===== src/rtl/cdma_arbiter.sv =====
// Two-requester round-robin arbiter that owns a single CDMA engine: latches one descriptor,
// issues a start pulse, waits for completion and reports done. Optional watchdog: CDMA_ARB_TIMEOUT_EN.
module cdma_arbiter #(
  parameter int ADDR_WIDTH     = 32,
  parameter int CUBE_WIDTH     = 6,
  parameter int TIMEOUT_CYCLES = 4096,
  localparam int DESC_W        = 2 * ADDR_WIDTH + 5 * CUBE_WIDTH
) (
  input  logic                  clk,
  input  logic                  rst,
  input  logic                  req0_valid,
  input  logic [DESC_W-1:0]     req0_desc,
  output logic                  req0_ready,
  output logic                  req0_done,
  input  logic                  req1_valid,
  input  logic [DESC_W-1:0]     req1_desc,
  output logic                  req1_ready,
  output logic                  req1_done,
  output logic [ADDR_WIDTH-1:0] cdma_src_base_addr,
  output logic [ADDR_WIDTH-1:0] cdma_dst_base_addr,
  output logic [CUBE_WIDTH-1:0] cdma_channel,
  output logic [CUBE_WIDTH-1:0] cdma_row,
  output logic [CUBE_WIDTH-1:0] cdma_col,
  output logic [CUBE_WIDTH-1:0] cdma_channel_offset,
  output logic [CUBE_WIDTH-1:0] cdma_row_offset,
  output logic                  cdma_transfer_start,
  input  logic                  cdma_transfer_done,
  output logic                  busy,
  output logic                  grant_id,
  output logic                  timeout_err
);

  localparam logic [1:0] IDLE  = 2'd0;
  localparam logic [1:0] ISSUE = 2'd1;
  localparam logic [1:0] WAIT  = 2'd2;
  localparam logic [1:0] DONE  = 2'd3;

  // Descriptor field offsets, LSB first.
  localparam int DST_LO  = ADDR_WIDTH;
  localparam int CH_LO   = 2 * ADDR_WIDTH;
  localparam int ROW_LO  = CH_LO + CUBE_WIDTH;
  localparam int COL_LO  = ROW_LO + CUBE_WIDTH;
  localparam int CHO_LO  = COL_LO + CUBE_WIDTH;
  localparam int ROWO_LO = CHO_LO + CUBE_WIDTH;

  logic [1:0]        state;
  logic              any_valid;
  logic              sel;
  logic [DESC_W-1:0] sel_desc;
  logic              zero_size;

  // The requester that did not win last time has priority when both are pending.
  always_comb begin
    any_valid = req0_valid | req1_valid;
    sel       = (req0_valid && req1_valid) ? ~grant_id : req1_valid;
    sel_desc  = sel ? req1_desc : req0_desc;
    zero_size = (sel_desc[CH_LO  +: CUBE_WIDTH] == '0) ||
                (sel_desc[ROW_LO +: CUBE_WIDTH] == '0) ||
                (sel_desc[COL_LO +: CUBE_WIDTH] == '0);
  end

  assign req0_ready          = (state == IDLE) && any_valid && !sel;
  assign req1_ready          = (state == IDLE) && any_valid &&  sel;
  assign req0_done           = (state == DONE) && !grant_id;
  assign req1_done           = (state == DONE) &&  grant_id;
  assign cdma_transfer_start = (state == ISSUE);
  assign busy                = (state != IDLE);

`ifdef CDMA_ARB_TIMEOUT_EN
  localparam int TW = $clog2(TIMEOUT_CYCLES + 1);
  logic [TW-1:0] wait_cnt;
  logic          timeout_q;
  assign timeout_err = timeout_q;
`else
  // Parameter is kept so both builds share one interface; the flag is constant 0.
  assign timeout_err = 1'b0 & (TIMEOUT_CYCLES == 0);
`endif

  // NOTE: all state updates below use non-blocking assignments so every register
  // samples the pre-edge values, independent of statement order.
  always_ff @(posedge clk) begin
    if (rst) begin
      state               <= IDLE;
      grant_id            <= 1'b1;
      cdma_src_base_addr  <= '0;
      cdma_dst_base_addr  <= '0;
      cdma_channel        <= '0;
      cdma_row            <= '0;
      cdma_col            <= '0;
      cdma_channel_offset <= '0;
      cdma_row_offset     <= '0;
`ifdef CDMA_ARB_TIMEOUT_EN
      wait_cnt            <= '0;
      timeout_q           <= 1'b0;
`endif
    end else begin
      case (state)
        IDLE: begin
          if (any_valid) begin
            grant_id            <= sel;
            cdma_src_base_addr  <= sel_desc[0       +: ADDR_WIDTH];
            cdma_dst_base_addr  <= sel_desc[DST_LO  +: ADDR_WIDTH];
            cdma_channel        <= sel_desc[CH_LO   +: CUBE_WIDTH];
            cdma_row            <= sel_desc[ROW_LO  +: CUBE_WIDTH];
            cdma_col            <= sel_desc[COL_LO  +: CUBE_WIDTH];
            cdma_channel_offset <= sel_desc[CHO_LO  +: CUBE_WIDTH];
            cdma_row_offset     <= sel_desc[ROWO_LO +: CUBE_WIDTH];
            state               <= zero_size ? DONE : ISSUE;
          end
        end
        ISSUE: begin
          state <= WAIT;
`ifdef CDMA_ARB_TIMEOUT_EN
          wait_cnt <= '0;
`endif
        end
        WAIT: begin
          if (cdma_transfer_done) begin
            state <= DONE;
`ifdef CDMA_ARB_TIMEOUT_EN
          end else if (wait_cnt == TW'(TIMEOUT_CYCLES - 1)) begin
            timeout_q <= 1'b1;
            state     <= DONE;
          end else begin
            wait_cnt <= wait_cnt + TW'(1);
`endif
          end
        end
        default: state <= IDLE;
      endcase
    end
  end

endmodule


===== config.mk =====
export PLATFORM = sky130hd
export DESIGN_NAME = cdma_arbiter
export DESIGN_NICKNAME = d
export VERILOG_FILES = /design/src/rtl/cdma_arbiter.sv
export SDC_FILE = /design/constraint.sdc
export NUM_CORES = 1
export LEC_CHECK = 0
export ABC_AREA = 1
export CELL_PAD_IN_SITES_DETAIL_PLACEMENT = 0
export CELL_PAD_IN_SITES_GLOBAL_PLACEMENT = 1
export CORE_MARGIN = 4
export CORE_UTILIZATION = 23
export CTS_BUF_LIST = sky130_fd_sc_hd__clkbuf_8
export CTS_CLUSTER_DIAMETER = 60
export DETAILED_ROUTE_END_ITERATION = 16
export DONT_BUFFER_PORTS = 1
export PLACE_DENSITY_LB_ADDON = 0.05
export SKIP_LAST_GASP = 1
export SYNTH_ARGS = -nofsm -noshare
export SYNTH_HDL_FRONTEND = slang
export SYNTH_SLANG_ARGS = --single-unit

===== constraint.sdc =====
create_clock -name clk -period 1.9 [get_ports clk]
set_clock_uncertainty 0.2 [all_clocks]
set_input_delay 0.57 -clock clk [delete_from_list [all_inputs] [get_ports clk]]
set_output_delay 0.57 -clock clk [all_outputs]
set_load 0.005 [all_outputs]

==> results.py, run 1 <==
metrics = {
    "route": {
        "wire_per_inst_um": 19.1,
        "drc_errors": 0,
        "drt-initial-drc-count": 217,
        "via_count": 3920,
        "via_per_inst": 4.82,
        "totalWireLength_um": 15500,
        "ant_nets": 0,
        "dr.pass1.iters": 6,
    },
    "die": {
        "fp.dieH_um": 144,
        "core_um2": 18100,
        "dieArea_um2": 20900,
        "fp-row-count": 49,
        "die-width_um": 144,
        "initial_core_util": 0.236,
        "io_pins": 295,
    },
    "synthesis": {
        "avgSynthCellArea_um2": 7.37,
        "synth_adder_area_share": 0.0117,
        "ys_ff_latch": 97,
        "netlist_area_um2": 4280,
        "muxShareOfSynthArea": 0,
        "synth-compound-area-share": 0.166,
        "synth_cell_types": 27,
        "synth_top_family_by_area": "simple AND/OR/NAND/NOR gates",
        "yosysSeqAreaShare": 0.454,
        "synthXorXnorAreaFrac": 0,
        "syn_nets": 778,
        "yosysWarningCount": 0,
        "syn_inst": 581,
        "yosys.area_share.simple": 0.291,
    },
    "worst_setup_path": {
        "cp-end-kind": "output pin",
        "path_max_fanout": 4,
        "cp.arrival_ns": 1.22,
        "critPathBufInv": 1,
        "critPathTopFamily": "flip-flops",
        "critPathRequiredTime_ns": 1.13,
        "critPathKind": "reg2out",
        "path_cells": "inv_2 > ha_4 > nand2_4 > nor2_4",
        "critPathSlowestCell": "dfxtp_2",
        "startpoint_type": "register",
        "slowest_delay_ns": 0.34,
    },
    "final_layout": {
        "seqCellArea_um2": 1950,
        "nFillCells": 2023,
        "antenna_cells": 0,
        "multi_input_area_um2": 2060,
        "area_growth_pct": 14.2,
        "nNetsFinal": 777,
        "drive_gt1_frac": 0.126,
    },
    "clocking": {
        "numCtsBuffers": 9,
        "clkLatencyLatePin_ns": 0.37,
        "cts_tree": "built",
        "cts_sinks": 97,
        "clkTransAtPathRegs_ns": 0.10,
        "h-tree-depth": 3,
        "cts_root_buffer": "clkbuf_8",
        "clk_path_buf_depth": 2,
    },
    "run": {
        "maxCapViolations": 0,
    },
    "global_routing": {
        "antenna_found_initial": 0,
        "grt_pass1_vias": 3855,
        "grt_pass1_wl_um": 22300,
        "grt_max_degree": 80,
        "grt_usage": 0.140,
        "overflow": 0,
    },
    "timing": {
        "final-setup-viol-count": 5,
        "fmax_mhz": 501,
        "holdWs_ns": 0.0554,
        "rsz0062_at_grt": "true",
        "fin_ws_ns": -0.0942,
        "hold_viol": 0,
        "finalMaxSlewViolations": 0,
        "period_needed_ns": 1.99,
        "fin_crit_sh": 1.05,
    },
    "power_and_ir_drop": {
        "irDropWorstVdd_mv": 0.510,
        "total_power_w": 0.00740,
        "powerDensity_nw_per_um2": 1510,
        "leakage_nw": 1.82,
    },
    "status": {
        "violations": "setup timing",
        "status": "finished, violations left",
    },
    "worst_hold_path": {
        "hold_path.class": "in2reg",
    },
    "placed_design": {
        "dp_slack_ns": 0.0298,
        "gp_congestion": 0.733,
        "post-dp-hpwl_um": 11100,
        "port_buffers": 0,
    },
}
==> kinds of logic (layout without fill, tap and decap cells) <==
group,Yosys count,in the layout
AO/OA/AOI/OAI,116,116
buffers and inverters,54,58
other,1,1
AND/OR/NAND/NOR,309,309
flip-flops,97,97
adder cells (fa/ha/maj),4,4
==> synth_stat cells <==
library cell | count | area [um^2]
buf_12 | 1 | 20.0
buf_6 | 10 | 113
conb_1 | 1 | 3.75
nand2_2 | 4 | 25.0
nand2_4 | 3 | 33.8
or2_4 | 1 | 8.76
o21ai_2 | 1 | 8.76
o21ai_0 | 15 | 75.1
inv_2 | 3 | 11.3
o21ai_1 | 3 | 15.0
nand3_1 | 20 | 100
o22ai_1 | 1 | 6.26
buf_2 | 17 | 85.1
ha_1 | 4 | 50.1
buf_1 | 1 | 3.75
dfxtp_1 | 97 | 1940
clkbuf_1 | 10 | 37.5
a21oi_2 | 1 | 8.76
nor2_8 | 1 | 20.0
nor2_1 | 13 | 48.8
buf_4 | 4 | 30.0
nand2_1 | 266 | 998
a21oi_1 | 1 | 5.00
inv_1 | 8 | 30.0
a31oi_1 | 93 | 582
nor2_4 | 1 | 11.3
a221oi_1 | 1 | 8.76
==> power by group <==
group | internal, W | leakage [nW] | switching [W] | total, W
Clock | 0.000784 | 0.118 | 0.000796 | 0.00158
Combinational | 0.00104 | 0.905 | 0.00165 | 0.00269
Sequential | 0.00264 | 0.801 | 0.000499 | 0.00313
==> worst register-to-register path, stage by stage, from the launching register on <==
cell and delay (ns):
dfxtp_2 0.35, nand2_4 0.07, nand2_4 0.06, buf_12 0.13
buf_6 0.13, nand2_1 0.08, nand2_1 0.05, nor2_1 0.14
nand3_1 0.11, nand3_2 0.09, nand2_1 0.05, nand2_1 0.05
nand2_1 0.06, a21oi_2 0.10
==> through the flow <==
stage / std cells / util / setup TNS [ns] / area [um^2]
6_report: 814 / 0.270 / -0.274 / 4890
5_1_grt: 814 / 0.270 / -0.649 / 4890
4_1_cts: 814 / 0.268 / -0.482 / 4860
3_5_place_dp: 790 / 0.250 / 0 / 4540
3_3_place_gp: 790 / 0.250 / 0 / 4540
2_1_floorplan: 581 / - / -0.0623 / 4300
==> worst paths after layout <==
| path | from | to | slack [ns] | cells after the start |
|---|---|---|---|---|
| setup reg to reg | grant_id | state[1] | 0.16 | 13 |
| setup / recovery | state[0] | req0_ready | -0.09 | 4 |
| hold / removal | rst | cdma_dst_base_addr[31] | 0.06 | 1 |
| hold reg to reg | cdma_row_offset[2] | cdma_row_offset[2] | 0.31 | 2 |
==> cell type report <==
cell class / count / share of cell area
Sequential cell: 97 / 0.398
Clock buffer: 10 / 0.0281
Tap cell: 229 / 0.0586
Multi-Input combinational cell: 430 / 0.421
Timing Repair Buffer: 31 / 0.0670
Clock inverter: 6 / 0.0184
Inverter: 11 / 0.00895
==> metal layers <==
layer / wire (um) / vias up / track usage
li1: - / 1939 / -
met1: 5900 / 1781 / 0.165
met2: 7520 / 191 / 0.228
met3: 1940 / 9 / 0.0685
met4: 149 / 0 / 0.0358
met5: 0 / - / 0
==> registers in the layout (all words and copies together), names as in the netlist <==
signal / cells
cdma_row: 6
grant_id: 1
state: 2
cdma_src_base_addr: 32
cdma_channel: 6
cdma_col: 6
cdma_dst_base_addr: 32
cdma_channel_offset: 6
cdma_row_offset: 6
==> layout by cell type, fill, tap and decap left out, drive strengths merged <==
cell type and instances:
o22ai 1, dfxtp 97, or2 1, a21oi 2
nand3 20, ha 4, buf 31, nor2 15
clkbuf 10, conb 1, bufinv 2, a221oi 1
inv 13, o21ai 19, a31oi 93, clkinv 2
nand2 273
==> repair_timing <==
action,in CTS,in global routing
setup buffers,8,0
gates resized for setup,11,9
setup endpoints to repair,5,14
hold buffers,0,0
pin swaps,5,4
cloned,0,0
(Power assumes the default switching activity.)
==> inputs of run 2 (changes only) <==
--- a/config.mk
+++ b/config.mk
@@ -6,8 +6,8 @@
 export NUM_CORES = 1
 export LEC_CHECK = 0
 export ABC_AREA = 1
-export CELL_PAD_IN_SITES_DETAIL_PLACEMENT = 0
-export CELL_PAD_IN_SITES_GLOBAL_PLACEMENT = 1
+export CELL_PAD_IN_SITES_DETAIL_PLACEMENT = 2
+export CELL_PAD_IN_SITES_GLOBAL_PLACEMENT = 2
 export CORE_MARGIN = 4
 export CORE_UTILIZATION = 23
 export CTS_BUF_LIST = sky130_fd_sc_hd__clkbuf_8
==> run 2 against run 1 <==
- the run still ends with setup timing left
- clock power is 15% lower
- sequential share of layout area is 0.33 points lower
- clock-buffer cell count stayed put
- register-to-register slack worse by 0.02 ns
- global-route usage is 2.2 points higher
- critical path depth stayed put
- non-clock buffer count is 4 higher
- critical endpoint unchanged
- highest routed layer unchanged
==> results.py, run 2 (synthesis results as in run 1) <==
metrics = {
    "worst_setup_path": {
        "path_cells": "inv_2 > ha_4 > nand2_8 > nor2_4",
        "cp-end-kind": "output pin",
        "critPathRequiredTime_ns": 1.13,
        "cp.arrival_ns": 1.24,
        "critPathSlowestCell": "dfxtp_2",
        "slowest_delay_ns": 0.34,
        "reg2reg_depth": 13,
        "critPathBufInv": 1,
        "path_max_fanout": 3,
        "critPathTopFamily": "flip-flops",
        "critPathKind": "reg2out",
        "crit_cells": 4,
        "startpoint_type": "register",
    },
    "final_layout": {
        "nFillCells": 2159,
        "top_regs": "cdma_dst_base_addr (32), cdma_src_base_addr (32)",
        "multi_input_area_um2": 2110,
        "instances_no_fill": 818,
        "final_common_cell": "nand2_1",
        "nNetsFinal": 781,
        "seqCellArea_um2": 1950,
        "drive_gt1_frac": 0.149,
        "area_growth_pct": 15.3,
        "mostFrequentLayoutCells": "263 x nand2_1, 94 x dfxtp_1, 93 x a31oi_1",
        "antenna_cells": 0,
    },
    "placed_design": {
        "post-dp-hpwl_um": 13200,
        "port_buffers": 0,
        "dp_cells": 793,
        "gp_congestion": 0.750,
    },
    "route": {
        "drt-initial-drc-count": 112,
        "via_count": 4154,
        "via_per_inst": 5.08,
        "ant_nets": 0,
        "wire_per_inst_um": 22.0,
        "drc_errors": 0,
        "dr.pass1.iters": 4,
        "totalWireLength_um": 18000,
    },
    "global_routing": {
        "grt_pass1_wl_um": 26000,
        "grt_max_degree": 80,
        "antenna_found_initial": 0,
        "grt_usage": 0.162,
        "grt_pass1_vias": 4530,
        "overflow": 0,
    },
    "run": {
        "maxCapViolations": 0,
    },
    "clocking": {
        "cts_sinks": 97,
        "cts_tree": "built",
        "h-tree-depth": 3,
        "clkTransAtPathRegs_ns": 0.11,
        "cts_root_buffer": "clkbuf_8",
        "numCtsBuffers": 9,
        "clk_path_buf_depth": 2,
        "clkLatencyLatePin_ns": 0.37,
        "ctsHoldBuffers": 0,
    },
    "timing": {
        "hold_viol": 0,
        "period_needed_ns": 2.01,
        "finalMaxSlewViolations": 0,
        "fin_ws_ns": -0.112,
        "tns_ns": -0.332,
        "fin_crit_sh": 1.06,
        "final-setup-viol-count": 5,
        "fmax_mhz": 497,
        "rsz0062_at_grt": "true",
    },
    "die": {
        "die-width_um": 144,
        "io_pins": 295,
        "initial_core_util": 0.236,
        "fp-row-count": 49,
        "fp.dieH_um": 144,
        "core_um2": 18100,
        "dieArea_um2": 20900,
    },
    "power_and_ir_drop": {
        "leakage_nw": 1.83,
        "irDropWorstVdd_mv": 0.549,
        "powerDensity_nw_per_um2": 1490,
    },
    "status": {
        "violations": "setup timing",
        "status": "finished, violations left",
    },
    "worst_hold_path": {
        "hold_path.class": "in2reg",
        "hold_depth": 1,
    },
}
run 2: cell types whose count changed in the layout (fill, tap and decap cells not counted), moves of 2 or more:
cell / previous run / this run
buf_4: 22 / 27
buf_6: 2 / 0
nand2_8: 0 / 2
nand3_2: 1 / 6
nor2_2: 2 / 5
nand2_4: 3 / 1
bufinv_16: 2 / 0
nand3_1: 19 / 14
nand2_2: 5 / 7
nor2_1: 11 / 8
nand2_1: 265 / 263
run 2: repair_timing:
| item | 4_1_cts | 5_1_grt |
|---|---|---|
| pin swaps | 7 | 8 |
| gates resized for setup | 14 | 21 |
| buffers inserted | 9 | 1 |
| setup endpoints to repair | 35 | 22 |
run 2: through the flow:
step                worst slack [ns]  hold slack [ns]  utilization  total power (W)  instance area, um^2
floorplan                    -0.0623            0.279            -          0.00500                 4300
global placement             -0.0297            0.289        0.251          0.00579                 4560
detailed placement           -0.0809            0.294        0.251          0.00591                 4560
CTS                           -0.135          0.00894        0.268          0.00749                 4860
global route                  -0.175          0.00835        0.272          0.00799                 4940
finish                        -0.112           0.0478        0.272          0.00736                 4940
run 2: power breakdown:
part	total (W)	internal [W]	switching (W)
sequential	0.00317	0.00264	0.000528
clock	0.00134	0.000516	0.000819
combinational	0.00286	0.00108	0.00178
run 2: per-layer routing:
metal	share of wire	track usage	vias to the layer above
met4	0.013	0.0476	0
met3	0.11	0.0761	16
li1	-	-	1940
met5	0	0	-
met2	0.50	0.282	175
met1	0.38	0.177	2023
run 2: cell type report:
type / instances / area share
multi-input combinational: 430 / 0.428
sequential: 97 / 0.394
timing repair buffer: 35 / 0.0735
tap: 229 / 0.0580
clock buffer: 10 / 0.0279
inverter: 11 / 0.00937
clock inverter: 6 / 0.00861
run 2: final timing paths:
| check | to | start | slack [ns] |
|---|---|---|---|
| worst max-delay path | req0_ready | state[0] | -0.11 |
| worst min-delay path | cdma_row_offset[0] | rst | 0.05 |
| worst max register to register | state[1] | grant_id | 0.14 |
| worst min register to register | cdma_dst_base_addr[2] | cdma_dst_base_addr[2] | 0.31 |
